$ cat src/rtl/axil_csr_bank.sv
`default_nettype none
// ============================================================================
// axil_csr_bank : CTRL/STATUS/GP register bank behind the reg_rd/reg_wr port
// Revision      : 1.0
// ============================================================================
module axil_csr_bank #(
   parameter int                    DATA_WIDTH = 32,
   parameter int                    ADDR_WIDTH = 40,
   parameter int                    STRB_WIDTH = DATA_WIDTH / 8,
   parameter int                    NUM_REGS   = 16,
   parameter logic [ADDR_WIDTH-1:0] BASE_ADDR  = '0,
   parameter int                    RD_LATENCY = 1
) (
   input  logic                             clk,
   input  logic                             rstn,
   input  logic [ADDR_WIDTH-1:0]            reg_rd_addr,
   input  logic                             reg_rd_en,
   output logic [DATA_WIDTH-1:0]            reg_rd_data,
   output logic                             reg_rd_wait,
   output logic                             reg_rd_ack,
   input  logic [ADDR_WIDTH-1:0]            reg_wr_addr,
   input  logic [DATA_WIDTH-1:0]            reg_wr_data,
   input  logic [STRB_WIDTH-1:0]            reg_wr_strb,
   input  logic                             reg_wr_en,
   output logic                             reg_wr_wait,
   output logic                             reg_wr_ack,
   output logic                             start_o,
   input  logic                             busy_i,
   input  logic                             done_i,
   output logic                             irq_o,
   output logic [(NUM_REGS-2)*DATA_WIDTH-1:0] gp_o
);

   localparam int         IDX_W    = $clog2(NUM_REGS);
   localparam int         NUM_GP   = NUM_REGS - 2;
   localparam logic [3:0] CNT_INIT = (RD_LATENCY > 1) ? 4'(RD_LATENCY - 2) : 4'd0;

   typedef enum logic [1:0] {
      RD_IDLE = 2'd0,
      RD_CNT  = 2'd1,
      RD_ACK  = 2'd2
   } rd_state_t;

   rd_state_t             rd_state_q, rd_state_d;
   logic [3:0]            rd_cnt_q, rd_cnt_d;
   logic [DATA_WIDTH-1:0] rd_data_q, rd_data_d;
   logic                  ien_q, ien_d;
   logic                  done_q, done_d;
   logic                  err_q, err_d;
   logic                  start_q, start_d;
   logic                  irq_q, irq_d;
   logic [DATA_WIDTH-1:0] gp_q [NUM_GP];
   logic [DATA_WIDTH-1:0] gp_d [NUM_GP];

   logic [ADDR_WIDTH-1:0] rd_word, wr_word;
   logic [IDX_W-1:0]      rd_idx, wr_idx;
   logic                  rd_in_range, wr_hit;
   logic                  ctrl_wr, stat_wr, start_req;
   logic [DATA_WIDTH-1:0] rd_value;

   // Word offsets: an address below the base wraps to a huge offset and falls out of range.
   always_comb begin
      rd_word     = (reg_rd_addr - BASE_ADDR) >> 2;
      wr_word     = (reg_wr_addr - BASE_ADDR) >> 2;
      rd_in_range = rd_word < ADDR_WIDTH'(NUM_REGS);
      wr_hit      = reg_wr_en && (wr_word < ADDR_WIDTH'(NUM_REGS));
      rd_idx      = rd_word[IDX_W-1:0];
      wr_idx      = wr_word[IDX_W-1:0];
   end

   always_comb begin
      rd_value = '0;
      if (rd_in_range) begin
         case (rd_idx)
            IDX_W'(0): rd_value[1] = ien_q;
            IDX_W'(1): begin
               rd_value[0] = busy_i;
               rd_value[1] = done_q;
               rd_value[2] = err_q;
            end
            default:   rd_value = gp_q[rd_idx - IDX_W'(2)];
         endcase
      end
   end

   // Sticky status bits: a same-cycle set beats the write-1-to-clear.
   always_comb begin
      ctrl_wr   = wr_hit && (wr_idx == IDX_W'(0)) && reg_wr_strb[0];
      stat_wr   = wr_hit && (wr_idx == IDX_W'(1)) && reg_wr_strb[0];
      start_req = ctrl_wr && reg_wr_data[0];
      ien_d     = ctrl_wr ? reg_wr_data[1] : ien_q;
      start_d   = start_req && !busy_i;
      done_d    = done_i | (done_q & ~(stat_wr & reg_wr_data[1]));
      err_d     = (start_req & busy_i) | (err_q & ~(stat_wr & reg_wr_data[2]));
      irq_d     = done_q & ien_q;
      for (int i = 0; i < NUM_GP; i++) begin
         gp_d[i] = gp_q[i];
         if (wr_hit && (wr_idx == IDX_W'(i + 2))) begin
            for (int b = 0; b < STRB_WIDTH; b++) begin
               if (reg_wr_strb[b]) gp_d[i][8*b +: 8] = reg_wr_data[8*b +: 8];
            end
         end
      end
   end

   always_comb begin
      rd_state_d  = rd_state_q;
      rd_cnt_d    = rd_cnt_q;
      rd_data_d   = rd_data_q;
      reg_rd_wait = 1'b0;
      reg_rd_ack  = 1'b0;
      reg_rd_data = '0;
      case (rd_state_q)
         RD_IDLE: begin
            if (reg_rd_en) begin
               reg_rd_wait = 1'b1;
               rd_data_d   = rd_value;
               rd_cnt_d    = CNT_INIT;
               rd_state_d  = (RD_LATENCY == 1) ? RD_ACK : RD_CNT;
            end
         end
         RD_CNT: begin
            reg_rd_wait = 1'b1;
            if (!reg_rd_en)          rd_state_d = RD_IDLE;
            else if (rd_cnt_q == '0) rd_state_d = RD_ACK;
            else                     rd_cnt_d   = rd_cnt_q - 4'd1;
         end
         RD_ACK: begin
            reg_rd_ack  = 1'b1;
            reg_rd_data = rd_data_q;
            rd_state_d  = RD_IDLE;
         end
         default: rd_state_d = RD_IDLE;
      endcase
   end

   always_ff @(posedge clk) begin
      if (!rstn) begin
         rd_state_q <= RD_IDLE;
         rd_cnt_q   <= '0;
         rd_data_q  <= '0;
         ien_q      <= 1'b0;
         done_q     <= 1'b0;
         err_q      <= 1'b0;
         start_q    <= 1'b0;
         irq_q      <= 1'b0;
         for (int i = 0; i < NUM_GP; i++) gp_q[i] <= '0;
      end else begin
         rd_state_q <= rd_state_d;
         rd_cnt_q   <= rd_cnt_d;
         rd_data_q  <= rd_data_d;
         ien_q      <= ien_d;
         done_q     <= done_d;
         err_q      <= err_d;
         start_q    <= start_d;
         irq_q      <= irq_d;
         for (int i = 0; i < NUM_GP; i++) gp_q[i] <= gp_d[i];
      end
   end

   generate
      for (genvar g = 0; g < NUM_GP; g++) begin : g_gp
         assign gp_o[g*DATA_WIDTH +: DATA_WIDTH] = gp_q[g];
      end
   endgenerate

   assign reg_wr_wait = 1'b0;
   assign reg_wr_ack  = reg_wr_en;
   assign start_o     = start_q;
   assign irq_o       = irq_q;

endmodule
`default_nettype wire

$ cat config.mk
export PLATFORM = sky130hd
export DESIGN_NAME = axil_csr_bank
export DESIGN_NICKNAME = d
export VERILOG_FILES = /design/src/rtl/axil_csr_bank.sv
export SDC_FILE = /design/constraint.sdc
export NUM_CORES = 1
export LEC_CHECK = 0
export ABC_AREA = 1
export BUFFER_PORTS_ARGS = -buffer_cell sky130_fd_sc_hd__buf_2
export CELL_PAD_IN_SITES_DETAIL_PLACEMENT = 0
export CELL_PAD_IN_SITES_GLOBAL_PLACEMENT = 1
export CORE_MARGIN = 2
export CORE_UTILIZATION = 40
export DETAILED_ROUTE_END_ITERATION = 12
export PLACE_DENSITY = 0.84
export SETUP_SLACK_MARGIN = 0.4
export SYNTH_ARGS = -nofsm -noshare
export SYNTH_HDL_FRONTEND = slang
export SYNTH_SLANG_ARGS = --single-unit
$ cat constraint.sdc
create_clock -name clk -period 6.8 [get_ports clk]
set_clock_uncertainty 0.2 [all_clocks]
set_input_delay 1.02 -clock clk [delete_from_list [all_inputs] [get_ports clk]]
set_output_delay 1.02 -clock clk [all_outputs]
set_load 0.005 [all_outputs]
==> results by group, run 1 <==
Run status
  • Run status: finished, final reports clean

Floorplan
  • Core area: 60470 sq um
  • Die Wd: 251.6 microns
  • Die span in y: 251.6 microns
  • Top Ports: 608
  • Initial Util: 40.56%
  • Site Rows: 90
  • Die ar.: 63320 sq um

Route
  • Routed Antenna Nets: 0
  • DRC: 0
  • Drt via density: 4.760
  • Via count: 25035
  • DR pass1 iterations: 5
  • DRT Wirelength: 96.23 mm
  • Starting DRT DRC Count: 1713
  • Detailed-route wire length per cell: 18.30 microns

Global route
  • Initial antenna violation count: 4
  • Gr ovfl total: 0
  • Global-route wire length before repair: 143.0 mm
  • Vias in the first global route: 22860
  • Tot GR Track Use: 29.51%
  • Pin count of the biggest net entering global routing: 178

Logic synthesis
  • Avg Inst Size Synth: 6.143 sq um
  • Dominant cells by area after synthesis: dfxtp_1 40%, nand2_1 21%, nor2_1 14%
  • Cell count after synthesis: 3993
  • Sequential area share after synthesis: 39.67%
  • Mapped Nets: 4116
  • #FFs+latches synth: 486
  • Simple-gate share of the synthesized area: 43.67%
  • XOR/XNOR Fraction of Synth Area: 0.03571%
  • Top cell type's share of synthesized area: 39.67%
  • Synth cell types: 28
  • Post-Syn Area: 24530 sq um
  • Largest family of logic cells by synthesized area: simple AND/OR/NAND/NOR gates
  • Post-Synth Adder-Cell Area: 0.05101%
  • Mux share of post-synthesis cell area: 0%
  • Synth Area in Compound Gates: 4.397%
  • Area leader, netlist: dfxtp_1
  • Ys Warns: 0

Clock tree
  • Clk sink count: 486
  • CTS Buffer Depth: 3
  • Total CTS buffers: 57
  • CTS tree: built
  • Post-CTS Resized: 0
  • Worst-Skew Late Latency: 0.62 ns
  • Root buffer cell: clkbuf_16
  • Setup bufs post-CTS: 0
  • H-tree depth: 2
  • Post-CTS Hold Fix Bufs: 0
  • CTS clk-pin slew, worst paths: 0.06 ns

Place
  • Post-DP Area: 27720 sq um
  • PortBufs: 602
  • Gpl congestion: 0.8633
  • HPWL after DPL: 67.72 mm

STA
  • Worst slew pin tran: 1.147 ns
  • F_max: 278.7 MHz
  • Setup Viol. Count Final: 0
  • Min Tclk post-route: 3.588 ns
  • Setup TNS: 0 ns
  • Period utilization: 52.76%
  • Final hold violations: 0
  • Unrepaired setup endpoints after global routing: false
  • Slew HR: 23.33%
  • Slew Viols, Final: 0

Worst setup path
  • Worst-path cell chain: buf_6 > inv_1 > nor2_4 > buf_12 > nand2_1 > nand4_1 > nand3_1 > nand2_1 > nand2_1 > a21oi_1
  • Nature of the critical path endpoint: register
  • Setup CP Type: primary input to register
  • Critical path's largest stage delay: 0.86 ns
  • Most frequent CP cell: nand2_1
  • Critical Path RT: 7.14 ns
  • Arrival time worst endpoint: 3.92 ns
  • CP max-delay cell: nor2_4
  • Worst Setup Start Kind: primary input
  • Crit-path max FO: 98

Cells and area
  • Highest-count cells in the layout ignoring fill and taps: 1382 x nand2_1, 931 x nor2_1, 600 x buf_2
  • Post-route cell area: 29710 sq um
  • Final core occ: 49.14%
  • Final nets: 4552
  • Share of layout cells above drive strength 1: 17.26%
  • Area grow syn2layout: 21.15%
  • Commonest non-fill, non-tap cell in the layout: nand2_1

Power and ir drop
  • Peak supply drop: 0.2037 mV
  • Power per Cell Area: 222.6 nW/um^2
  • LEAKAGE: 16.87 nW

Worst hold path
  • Worst min-delay path class: register to register

Run
  • Max Cap Violations: 0
final timing paths:
kind / startpoint / depth (start not counted) / slack [ns] / to
hold / removal: done_q / 2 / 0.26 / irq_o
setup / recovery: reg_rd_addr[2] / 10 / 3.21 / rd_data_q[5]
hold reg to reg: done_q / 2 / 0.26 / irq_o
setup reg to reg: rd_state_q[1] / 8 / 4.35 / rd_data_q[29]
critical path: cells and delay by family:
| kind | cells | cell delay, ns |
|---|---|---|
| simple gates | 6 | 1.47 |
| buf+inv | 3 | 1.19 |
| compound gates | 1 | 0.13 |
cell type report:
class                           instances  area [sq um]
Antenna cell                            3         7.507
Multi-Input combinational cell       2759         11880
Inverter                              498          1869
Clock inverter                         16         261.5
Timing Repair Buffer                  627          3267
Fill cell                            6399         30760
Tap cell                              782         978.4
Clock buffer                           88          1725
Sequential cell                       486          9729
state kept, by name, summed over array words and instances, names as in the netlist:
name        count
ien_q           1
irq_o           1
done_q          1
err_q           1
rd_state_q      1
gp_q          448
start_o         1
rd_data_q      32
metal layers:
metal / global-route usage, % / part of all wire, %
met5: 0 / 0
met4: 10.12 / 3.3
met3: 6.582 / 7.0
met2: 52.38 / 49
met1: 34.98 / 40
synth_stat cells (all sizes together):
master     n
a21oi     66
nor3b      2
ha         1
nand2   1382
buf      136
or2        7
o21ai     58
clkinv     1
o211ai    61
clkbuf   114
nor3      10
nand4    147
nand3     84
dfxtp    486
inv      497
nor4       1
conb       1
xnor2      1
nor2     938
where the power goes:
group | switching [mW] | internal [mW]
registers | 0.000469 | 2.85
clock network | 1.28 | 2.00
logic | 0.380 | 0.106
total | 1.66 | 4.95
through the flow:
stage / cells / total power, mW / hold slack [ns] / setup slack (ns)
6_report: 5259 / 6.615 / 0.2558 / 3.212
3_5_place_dp: 5152 / 3.400 / 0.2462 / 2.584
4_1_cts: 5256 / 6.669 / 0.2549 / 3.235
3_3_place_gp: 5152 / 3.398 / 0.2477 / 2.632
2_1_floorplan: 3993 / 3.186 / 0.2231 / 3.713
5_1_grt: 5257 / 6.812 / 0.2830 / 3.002
kinds of logic after synthesis:
group	Yosys count
AND/OR/NAND/NOR	2571
buffers and inverters	748
flip-flops	486
AO/OA/AOI/OAI	185
XOR/XNOR	1
adder cells (fa/ha/maj)	1
other	1
(Power assumes the default switching activity.)
==> inputs of run 2 (changes only) <==
--- a/config.mk
+++ b/config.mk
@@ -5,14 +5,14 @@
 export SDC_FILE = /design/constraint.sdc
 export NUM_CORES = 1
 export LEC_CHECK = 0
-export ABC_AREA = 1
+export ABC_AREA = 0
 export BUFFER_PORTS_ARGS = -buffer_cell sky130_fd_sc_hd__buf_2
 export CELL_PAD_IN_SITES_DETAIL_PLACEMENT = 0
 export CELL_PAD_IN_SITES_GLOBAL_PLACEMENT = 1
 export CORE_MARGIN = 2
-export CORE_UTILIZATION = 40
+export CORE_UTILIZATION = 41
 export DETAILED_ROUTE_END_ITERATION = 12
-export PLACE_DENSITY = 0.84
+export PLACE_DENSITY = 0.77
 export SETUP_SLACK_MARGIN = 0.4
 export SYNTH_ARGS = -nofsm -noshare
 export SYNTH_HDL_FRONTEND = slang
==> constraint.sdc (replaced) <==
create_clock -name clk -period 3.4 [get_ports clk]
set_clock_uncertainty 0.2 [all_clocks]
set_input_delay 0.51 -clock clk [delete_from_list [all_inputs] [get_ports clk]]
set_output_delay 0.51 -clock clk [all_outputs]
set_load 0.005 [all_outputs]
==> results by group, run 2 <==
STA
  • Worst slew pin tran: 1.415 ns
  • Unrepaired setup endpoints after global routing: false
  • Worst Setup Slack, final: 0.8101 ns
  • Min Tclk post-route: 2.590 ns
  • F_max: 386.1 MHz
  • Setup TNS: 0 ns
  • Period utilization: 76.17%
  • Slew Viols, Final: 0
  • Final hold violations: 0
  • Setup Viol. Count Final: 0
  • Slew HR: 5.686%

Route
  • Starting DRT DRC Count: 1182
  • DRT Wirelength: 83.54 mm
  • DRC: 0
  • Via count: 18484
  • DR pass1 iterations: 5
  • Detailed-route wire length per cell: 24.27 microns
  • Drt via density: 5.370
  • Routed Antenna Nets: 0

Clock tree
  • CTS tree: built
  • Clk sink count: 486
  • Total CTS buffers: 53
  • Worst-Skew Late Latency: 0.60 ns
  • H-tree depth: 2
  • Post-CTS Resized: 0
  • CTS Buffer Depth: 3
  • CTS clk-pin slew, worst paths: 0.06 ns
  • Root buffer cell: clkbuf_16

Cells and area
  • Largest register FFs: 448
  • Commonest non-fill, non-tap cell in the layout: buf_2
  • Fill cells: 5231
  • Final non-filler cell total: 3442
  • Area grow syn2layout: 24.16%
  • Final nets: 2767
  • Highest-count cells in the layout ignoring fill and taps: 599 x buf_2, 485 x dfxtp_1, 481 x mux2i_1
  • Most flop-heavy register: gp_q
  • Share of layout cells above drive strength 1: 33.33%
  • Biggest registers after layout: gp_q: 448 flops, rd_data_q: 32 flops

Global route
  • Global-route wire length before repair: 122.7 mm
  • Pin count of the biggest net entering global routing: 289
  • Initial antenna violation count: 8
  • Vias in the first global route: 18274
  • GR Util met2: 46.67%
  • Met1 usage: 34.61%
  • Tot GR Track Use: 27.39%
  • Top Usage Layer GRT: met2
  • Met3 GRT Util: 5.506%
  • Gr ovfl total: 0

Logic synthesis
  • Mapped Nets: 2229
  • Commonest cells in the synthesized netlist: 486 x dfxtp_1, 481 x mux2i_1, 448 x nor2b_1, 126 x clkbuf_1, 96 x mux4_2
  • Synth Area in Compound Gates: 3.407%
  • Sequential area share after synthesis: 41.66%
  • #FFs+latches synth: 486
  • Largest family of logic cells by synthesized area: multiplexers
  • Count leader, synth: dfxtp_1
  • XOR/XNOR Fraction of Synth Area: 0.07500%
  • Simple-gate share of the synthesized area: 21.62%
  • Post-Syn Area: 23360 sq um
  • Area leader, netlist: dfxtp_1
  • Ys Warns: 0
  • Post-synth EDFFs: 0
  • Synth Flop Type: dfxtp_1
  • Top cell type's share of synthesized area: 41.66%
  • Synth cell types: 48
  • Post-Synth Adder-Cell Area: 0.05357%
  • Mux share of post-synthesis cell area: 29.87%
  • Avg Inst Size Synth: 11.09 sq um
  • Cell count after synthesis: 2106
  • Synth async-reset ratio: 0%
  • Dominant cells by area after synthesis: dfxtp_1 42%, mux2i_1 21%, nor2b_1 12%

Floorplan
  • Die ar.: 58890 sq um
  • Initial Util: 41.42%
  • Die Wd: 242.7 microns
  • Die span in y: 242.7 microns
  • Top Ports: 608
  • Core area: 56390 sq um
  • Site Rows: 87

Place
  • Cells after DPL: 3343
  • PortBufs: 602
  • Dpl ws: 0.3759 ns
  • HPWL after DPL: 58.28 mm
  • Gpl congestion: 0.8731

Power and ir drop
  • Peak supply drop: 0.3562 mV
  • Power per Cell Area: 421.5 nW/um^2
  • LEAKAGE: 15.34 nW

Run
  • Max Cap Violations: 0

Worst setup path
  • Worst Setup Start Kind: register
  • Nature of the critical path endpoint: register
  • FF-to-FF setup slack: 0.81 ns
  • Arrival time worst endpoint: 2.94 ns
  • Critical Path RT: 3.75 ns
  • Crit-path max FO: 29
  • Setup CP Type: register to register

Worst hold path
  • Worst min-delay path class: primary input to register

Run status
  • Run status: finished, final reports clean
[run 2: changes by cell type in the layout (fill, tap and decap cells not counted), sizes merged, moves of 60 or more]
cell,change
o211ai,-60
nand2,-1371
and2,+72
nand4,-91
nor2b,+448
nor2,-912
mux2i,+481
mux4,+96
inv,-492
[run 2: worst paths after layout]
kind,from,endpoint,cells after the start
max,rd_state_q[1],rd_data_q[23],7
min,reg_wr_data[0],start_o,3
max reg2reg,rd_state_q[1],rd_data_q[23],7
min reg2reg,rd_data_q[5],rd_data_q[5],1
[run 2: area by class of cell]
type / instances / area [sq um] / area share, %
diodes: 4 / 10.01 / 0.03452
clock buffers: 79 / 1546 / 5.333
clock inverters: 14 / 176.4 / 0.6084
inverters: 5 / 18.77 / 0.06472
multi-input cells: 1439 / 12910 / 44.54
flip-flops and latches: 486 / 9731 / 33.55
well taps: 756 / 945.9 / 3.262
repair buffers: 659 / 3656 / 12.61
[run 2: where the power goes]
part	internal (mW)	total (mW)	switching (mW)	leakage, nW
Clock	3.43	5.78	2.35	0.847
Combinational	0.276	0.749	0.473	10.6
Sequential	5.70	5.70	0.000863	3.91
Total	9.40	12.2	2.82	15.3
[run 2: cells by family after synthesis]
family,count (synthesis)
xor gates and xnor gates,2
adders and majority gates,1
DFF,486
muxes,577
other,1
and+or+nand+nor,728
AOI/OAI and AO/OA,130
buffers and inverters,181
[run 2: through the flow]
step	utilization (%)	hold WS [ns]	total power, mW	cell area [sq um]
floorplan	-	0.2174	6.270	23370
global placement	48.32	0.2268	6.555	27250
detailed placement	48.32	0.2313	6.567	27250
CTS	51.41	0.05687	12.33	28990
global route	51.42	0.09323	12.61	29000
finish	51.43	0.09045	12.22	29000
[run 2: repair_timing]
action	CTS	global route
hold endpoints to repair	3	0
hold buffers	2	0
setup buffers	0	0
[run 2: metal layers]
metal | share of wire [%] | up-vias | routed length (microns)
met1 | 42 | 9146 | 35180
met5 | 0.083 | - | 69
met3 | 6.0 | 143 | 5040
met2 | 48 | 609 | 40410
met4 | 3.4 | 10 | 2845
li1 | - | 8576 | -
[run 2: critical path, cell delays in order (launching register included)]
cell and delay (ns):
dfxtp_2 0.31, nand2b_1 0.28, inv_1 0.16, nand3_1 0.10, or4_2 0.65, buf_4 0.33
a31oi_1 0.36, a21o_1 0.12
